**config.mk**
```make
export PLATFORM = sky130hd
export DESIGN_NAME = i2c_read_arbiter
export DESIGN_NICKNAME = d
export VERILOG_FILES = /design/src/rtl/i2c_read_arbiter_pkg.sv /design/src/rtl/i2c_read_arbiter_rr_pick.sv /design/src/rtl/i2c_read_arbiter.sv
export SDC_FILE = /design/constraint.sdc
export NUM_CORES = 1
export LEC_CHECK = 0
export ABC_AREA = 1
export CORE_UTILIZATION = 50
export CTS_CLUSTER_DIAMETER = 100
export DETAILED_ROUTE_END_ITERATION = 8
export GPL_TIMING_DRIVEN = 1
export PLACE_DENSITY = 0.8
export SETUP_SLACK_MARGIN = 0.5
export SLEW_MARGIN = 20
export SYNTH_ARGS = -nofsm -noshare
export SYNTH_HDL_FRONTEND = slang
export SYNTH_HIERARCHICAL = 1
export SYNTH_SLANG_ARGS = --single-unit
```
**constraint.sdc**
```tcl
create_clock -name clk -period 2.75 [get_ports clk]
set_clock_uncertainty 0.05 [all_clocks]
set_input_delay 0.275 -clock clk [delete_from_list [all_inputs] [get_ports clk]]
set_output_delay 0.275 -clock clk [all_outputs]
set_load 0.05 [all_outputs]
```
**src/rtl/i2c_read_arbiter_pkg.sv**
```systemverilog
// Shared definitions for the i2c read arbiter: FSM state codes, MPU6050
// register map, default slave address and a width helper.
package i2c_read_arbiter_pkg;

  // FSM state codes
  localparam logic [1:0] ST_IDLE  = 2'd0;
  localparam logic [1:0] ST_ISSUE = 2'd1;
  localparam logic [1:0] ST_WAIT  = 2'd2;
  localparam logic [1:0] ST_RESP  = 2'd3;

  // MPU6050 register addresses
  localparam logic [7:0] ACCEL_XOUT_H = 8'h3B;
  localparam logic [7:0] ACCEL_XOUT_L = 8'h3C;
  localparam logic [7:0] ACCEL_YOUT_H = 8'h3D;
  localparam logic [7:0] ACCEL_YOUT_L = 8'h3E;
  localparam logic [7:0] ACCEL_ZOUT_H = 8'h3F;
  localparam logic [7:0] ACCEL_ZOUT_L = 8'h40;
  localparam logic [7:0] PWR_MGMT_1   = 8'h6B;

  // Default 7-bit slave address
  localparam logic [6:0] SLAVE_ADDR   = 7'h68;

  // Bits needed to index/count n values, never less than 1
  function automatic int bits_for(input int n);
    return (n > 1) ? $clog2(n) : 1;
  endfunction

endpackage

```
**src/rtl/i2c_read_arbiter_rr_pick.sv**
```systemverilog
// Round-robin picker: first set request at or after ptr, wrapping.
module rr_pick #(
  parameter int NUM_REQ = 2,
  parameter int IW      = 1
) (
  input  logic [NUM_REQ-1:0] req,
  input  logic [IW-1:0]      ptr,
  output logic [NUM_REQ-1:0] grant,
  output logic [IW-1:0]      idx,
  output logic               any
);

  // Scan from farthest to nearest so the nearest request at/after ptr wins
  always_comb begin
    int j;
    j     = 0;
    grant = '0;
    idx   = '0;
    any   = |req;
    for (int k = NUM_REQ - 1; k >= 0; k--) begin
      j = int'(ptr) + k;
      if (j >= NUM_REQ) j = j - NUM_REQ;
      if (req[j[IW-1:0]]) begin
        grant              = '0;
        grant[j[IW-1:0]]   = 1'b1;
        idx                = j[IW-1:0];
      end
    end
  end

endmodule

```
**src/rtl/i2c_read_arbiter.sv**
```systemverilog
// Shares a single i2c_master read engine between NUM_REQ requesters.
// Round-robin grant, start/available handshake toward the master, byte
// routed back to the winner only, per-phase timeout reported as rsp_err.
module i2c_read_arbiter
  import i2c_read_arbiter_pkg::*;
#(
  parameter int NUM_REQ        = 2,
  parameter int TIMEOUT_CYCLES = 100000
) (
  input  logic                 clk,
  input  logic                 reset,
  input  logic [NUM_REQ-1:0]   req_valid,
  input  logic [8*NUM_REQ-1:0] req_reg,
  output logic [NUM_REQ-1:0]   req_grant,
  output logic [NUM_REQ-1:0]   rsp_valid,
  output logic [7:0]           rsp_data,
  output logic                 rsp_err,
  output logic                 busy,
  output logic                 m_start,
  output logic [7:0]           m_data_in,
  input  logic [7:0]           m_data_out,
  input  logic                 m_data_out_available,
  input  logic                 m_available
);

  localparam int IW = bits_for(NUM_REQ);
  localparam int CW = bits_for(TIMEOUT_CYCLES);
  localparam logic [CW-1:0] CNT_LAST = CW'(TIMEOUT_CYCLES - 1);
  localparam logic [CW-1:0] CNT_MAX  = '1;

  logic [1:0]               state_q, state_d;
  logic [IW-1:0]            rr_q, rr_d;
  logic [IW-1:0]            win_q, win_d;
  logic [CW-1:0]            cnt_q, cnt_d;
  logic [NUM_REQ-1:0]       req_grant_q, req_grant_d;
  logic [NUM_REQ-1:0]       rsp_valid_q, rsp_valid_d;
  logic [7:0]               rsp_data_q, rsp_data_d;
  logic                     rsp_err_q, rsp_err_d;
  logic                     busy_q, busy_d;
  logic                     m_start_q, m_start_d;
  logic [7:0]               m_data_in_q, m_data_in_d;

  logic [NUM_REQ-1:0]       pick_oh;
  logic [IW-1:0]            pick_idx;
  logic                     pick_any;
  logic [NUM_REQ-1:0][7:0]  reg_arr;
  logic [NUM_REQ-1:0]       win_oh;
  logic                     timeout;

  assign reg_arr = req_reg;
  assign win_oh  = NUM_REQ'(1) << win_q;
  assign timeout = (cnt_q == CNT_LAST);

  rr_pick #(.NUM_REQ(NUM_REQ), .IW(IW)) u_pick (
    .req   (req_valid),
    .ptr   (rr_q),
    .grant (pick_oh),
    .idx   (pick_idx),
    .any   (pick_any)
  );

  // Next-state and next-output logic for the arbitration FSM
  always_comb begin
    state_d     = state_q;
    rr_d        = rr_q;
    win_d       = win_q;
    req_grant_d = '0;
    rsp_valid_d = '0;
    rsp_data_d  = rsp_data_q;
    rsp_err_d   = 1'b0;
    busy_d      = busy_q;
    m_start_d   = m_start_q;
    m_data_in_d = m_data_in_q;
    case (state_q)
      ST_IDLE: begin
        if (pick_any) begin
          win_d       = pick_idx;
          req_grant_d = pick_oh;
          m_data_in_d = reg_arr[pick_idx];
          busy_d      = 1'b1;
          rr_d        = (pick_idx == IW'(NUM_REQ - 1)) ? '0 : pick_idx + 1'b1;
          state_d     = ST_ISSUE;
        end
      end
      ST_ISSUE: begin
        // Master has taken the request once it goes unavailable under start
        if (m_start_q && !m_available) begin
          m_start_d = 1'b0;
          state_d   = ST_WAIT;
        end else if (timeout) begin
          m_start_d   = 1'b0;
          rsp_data_d  = 8'h00;
          rsp_err_d   = 1'b1;
          rsp_valid_d = win_oh;
          state_d     = ST_RESP;
        end else begin
          m_start_d = m_available;
        end
      end
      ST_WAIT: begin
        if (m_data_out_available) begin
          rsp_data_d  = m_data_out;
          rsp_valid_d = win_oh;
          state_d     = ST_RESP;
        end else if (timeout) begin
          rsp_data_d  = 8'h00;
          rsp_err_d   = 1'b1;
          rsp_valid_d = win_oh;
          state_d     = ST_RESP;
        end
      end
      ST_RESP: begin
        busy_d  = 1'b0;
        state_d = ST_IDLE;
      end
      default: state_d = ST_IDLE;
    endcase
    // Phase counter restarts on every state change and saturates
    if (state_d != state_q)  cnt_d = '0;
    else if (cnt_q != CNT_MAX) cnt_d = cnt_q + 1'b1;
    else                     cnt_d = cnt_q;
  end

  // Control state: FSM, round-robin pointer, winner, phase counter
  always_ff @(posedge clk or negedge reset) begin
    if (!reset) begin
      state_q <= ST_IDLE;
      rr_q    <= '0;
      win_q   <= '0;
      cnt_q   <= '0;
    end else begin
      state_q <= state_d;
      rr_q    <= rr_d;
      win_q   <= win_d;
      cnt_q   <= cnt_d;
    end
  end

  // Registered outputs toward requesters and the master
  always_ff @(posedge clk or negedge reset) begin
    if (!reset) begin
      req_grant_q <= '0;
      rsp_valid_q <= '0;
      rsp_data_q  <= '0;
      rsp_err_q   <= 1'b0;
      busy_q      <= 1'b0;
      m_start_q   <= 1'b0;
      m_data_in_q <= '0;
    end else begin
      req_grant_q <= req_grant_d;
      rsp_valid_q <= rsp_valid_d;
      rsp_data_q  <= rsp_data_d;
      rsp_err_q   <= rsp_err_d;
      busy_q      <= busy_d;
      m_start_q   <= m_start_d;
      m_data_in_q <= m_data_in_d;
    end
  end

  assign req_grant = req_grant_q;
  assign rsp_valid = rsp_valid_q;
  assign rsp_data  = rsp_data_q;
  assign rsp_err   = rsp_err_q;
  assign busy      = busy_q;
  assign m_start   = m_start_q;
  assign m_data_in = m_data_in_q;

endmodule

```
==> load_flow_metrics.sql <==
INSERT INTO impl_metrics (metric_group, metric, value, unit) VALUES
('run_status', 'status', 'finished clean', ''),
('setup_path', 'worstSetupStartpoint', 'cnt_q[0]$_DFFE_PN0P_', ''),
('power_and_ir_drop', 'ir_drop', '0.000756', 'V'),
('timing', 'slew_headroom', '35.6', '%'),
('cts', 'cts.hold.buffers_added', '0', ''),
('power_and_ir_drop', 'p_int', '1.63', 'mW'),
('final_layout', 'antenna_fix_cells', '0', ''),
('synthesis', 'synth.cell_area', '0.00225', 'mm²'),
('floorplan', 'design.die.area', '0.00476', 'mm²'),
('placement', 'preCtsSetupSlack', '504', 'ps'),
('placement', 'placement.io_buffers', '52', ''),
('setup_path', 'critPathRequiredTime', '2890', 'ps'),
('synthesis', 'synthMostInstantiatedCell', 'sky130_fd_sc_hd__dfrtp_1', ''),
('placement', 'place.gp.congestion', '0.836', ''),
('global_route', 'global_route_wire_length_before_repair', '8.11', 'mm'),
('synthesis', 'synth_top_cell_by_area', 'sky130_fd_sc_hd__dfrtp_1', ''),
('cts', 'cts_num_sinks', '44', ''),
('cts', 'cts_htree_levels', '2', ''),
('timing', 'tns', '0', 'ps'),
('setup_path', 'worstPathArrival', '2280', 'ps'),
('power_and_ir_drop', 'static_power_due_to_leakage', '1.29', 'nW'),
('drt', 'route.final.wire_length', '4.66', 'mm'),
('drt', 'firstDrtPassIters', '4', ''),
('power_and_ir_drop', 'p_seq_share', '30.8', '%'),
('setup_path', 'worst-path-max-fanout', '5', ''),
('synthesis', 'postSynth.topFlopCell', 'sky130_fd_sc_hd__dfrtp_1', ''),
('timing', 'final.min_clock_period', '2140', 'ps'),
('timing', 'setup_slack', '615', 'ps'),
('setup_path', 'critical_path.most_common_cell', 'sky130_fd_sc_hd__nor2_2', ''),
('timing', 'rsz0062_at_grt', 'false', ''),
('drt', 'drt.antenna.violating_nets', '0', ''),
('cts', 'cts_root_buf', 'sky130_fd_sc_hd__clkbuf_8', ''),
('synthesis', 'synth_cell_types', '27', ''),
('final_layout', 'final_net_count', '355', ''),
('synthesis', 'ys_ff_latch', '44', ''),
('drt', 'drt_initial_violations', '128', ''),
('hold_path', 'hold_path_class', 'in -> async', ''),
('run', 'drv.max_cap_violation_count', '0', ''),
('setup_path', 'critical_path.slowest_cell', 'sky130_fd_sc_hd__dfrtp_1', ''),
('synthesis', 'post_synth_and_or_nand_nor_area_fraction', '24.7', '%'),
('timing', 'min_period_over_period', '77.6', '%'),
('synthesis', 'synth_enable_flop_cells', '0', ''),
('final_layout', 'layout_cells_sized_above_1', '13.4', '%'),
('cts', 'clock_tree_from_tritoncts', 'built', ''),
('drt', 'routed_wire_length_per_instance', '12.5', 'µm'),
('setup_path', 'crit_path_end_kind', 'flip-flop', ''),
('setup_path', 'worst-path-buf-inv', '2', ''),
('cts', 'clk_latency', '300', 'ps'),
('synthesis', 'synth.area.mux_share', '0.891', '%'),
('floorplan', 'die-height', '69.0', 'µm'),
('cts', 'clkTransAtPathRegs', '90', 'ps'),
('floorplan', 'die_w', '69.0', 'µm'),
('final_layout', 'syn_to_final_growth', '33.4', '%'),
('power_and_ir_drop', 'switchingPower', '1.44', 'mW'),
('synthesis', 'synthTopCellsByCount', '44 x sky130_fd_sc_hd__dfrtp_1, 36 x sky130_fd_sc_hd__nand2_1, 32 x sky130_fd_sc_hd__inv_1', ''),
('synthesis', 'yosysTopAreaCellShare', '49.0', '%'),
('setup_path', 'path_delay_family', 'simple AND/OR/NAND/NOR gates', ''),
('floorplan', 'starting_density_of_the_core', '51.9', '%'),
('global_route', 'overflow', '0', ''),
('drt', 'routed_via_density', '5.17', ''),
('synthesis', 'synth_fa_ha_area_share', '3.34', '%'),
('synthesis', 'complex_gate_fraction_of_the_synthesized_area', '8.91', '%'),
('cts', 'clockBufferDepth', '2', ''),
('drt', 'drcViolationCount', '0', ''),
('global_route', 'antenna_found_initial', '0', ''),
('setup_path', 'max_stage_delay', '410', 'ps'),
('power_and_ir_drop', 'switching_fraction', '46.7', '%'),
('timing', 'max_freq', '0.468', 'GHz'),
('synthesis', 'post_synth_main_area_contributors', 'sky130_fd_sc_hd__dfrtp_1 49%, sky130_fd_sc_hd__nand2_1 6.0%, sky130_fd_sc_hd__inv_1 5.3%', ''),
('timing', 'hold_viol_final', '0', ''),
('floorplan', 'rows', '24', '');
[per-layer routing]
| metal | track usage (%) | wire length, µm | share of wire [%] | vias up |
|---|---|---|---|---|
| li1 | - | - | - | 956 |
| met1 | 27.5 | 1950 | 42 | 919 |
| met2 | 35.0 | 2410 | 52 | 41 |
| met3 | 4.39 | 227 | 4.9 | 7 |
| met4 | 7.71 | 70 | 1.5 | 0 |
| met5 | 0 | 0 | 0 | - |
[cell families (layout without fill, tap and decap cells)]
family / after synthesis / count (layout)
AOI/OAI and AO/OA: 35 / 35
xor gates and xnor gates: 14 / 14
adders and majority gates: 6 / 6
buffers and inverters: 43 / 103
DFF: 44 / 44
muxes: 2 / 2
and+or+nand+nor: 116 / 116
[worst reg2reg max path: stages (launching register included)]
cell                      delay, ps
sky130_fd_sc_hd__dfrtp_1        410
sky130_fd_sc_hd__ha_2           220
sky130_fd_sc_hd__nand2_1         60
sky130_fd_sc_hd__nor2_2         160
sky130_fd_sc_hd__inv_1           80
sky130_fd_sc_hd__nor3_2         180
sky130_fd_sc_hd__ha_2           240
sky130_fd_sc_hd__inv_2           70
sky130_fd_sc_hd__nand4_1        160
sky130_fd_sc_hd__nor2_2          70
sky130_fd_sc_hd__nand2_1         80
sky130_fd_sc_hd__xor2_1         180
sky130_fd_sc_hd__nor2_2          60
[final cells by class]
class,count,area (µm²)
clock buffer,6,82.6
clock inverter,2,38.8
fill,365,1330
inverter,34,128
multi-input combinational,173,997
sequential,44,1100
tap,52,65.1
timing repair buffer,61,583
[flip-flops by register name (all words and copies together), names as in the netlist]
register	count
win_q	1
rsp_err	1
rsp_data	8
m_data_in	8
busy	1
cnt_q	17
m_start	1
state_q	2
rr_q	1
rsp_valid	2
req_grant	2
[power by group through the flow]
stage          combinational, mW  sequential, mW  clock [mW]
4_1_cts                     1.61           0.948       0.534
5_1_grt                     1.75           0.970       0.559
3_3_place_gp                1.58           0.953           0
3_5_place_dp                1.60           0.956           0
6_report                    1.61           0.946       0.518
2_1_floorplan              0.707            1.40           0
[placed cells by master, fill, tap and decap left out, drive strengths merged, types with 3 or more instances in the layout]
cell type	n
clkbuf	6
o21ai	22
nand2	38
nand4	8
dfrtp	44
clkinv	3
nand3	25
o211ai	8
inv	32
ha	6
buf	10
nor3	6
xor2	13
clkdlybuf4s50	51
nor2	37
a21oi	3
[worst paths after layout]
| path | to | slack (ps) | cells after the start |
|---|---|---|---|
| max in group asynchronous | rsp_data[4]$_DFFE_PN0P_ | 1980 | 1 |
| worst max-delay path | cnt_q[10]$_DFFE_PN0P_ | 610 | 12 |
| worst min register to register | rsp_valid[0]$_DFF_PN0_ | 450 | 1 |
| min in group clk | rsp_valid[0]$_DFF_PN0_ | 450 | 1 |
| worst max register to register | cnt_q[10]$_DFFE_PN0P_ | 610 | 12 |
| worst min-delay path | cnt_q[15]$_DFFE_PN0P_ | 70 | 1 |
[per-stage QoR]
step / hold WS [ps] / utilization [%] / total power [mW] / instance area (µm²)
after floorplan: -70.6 / - / 2.11 / 2250
final: 74.9 / 69.3 / 3.07 / 3000
after CTS: 99.1 / 67.5 / 3.09 / 2920
after detailed placement: 422 / 64.7 / 2.56 / 2800
after global routing: 146 / 69.3 / 3.28 / 3000
after global placement: 421 / 64.7 / 2.53 / 2800
[timing repair]
action / 4_1_cts / 5_1_grt
setup endpoints to repair: 2 / 9
buffers inserted: 0 / 7
gates resized for setup: 1 / 8
pin swaps: 0 / 4
(Power assumes the default switching activity.)
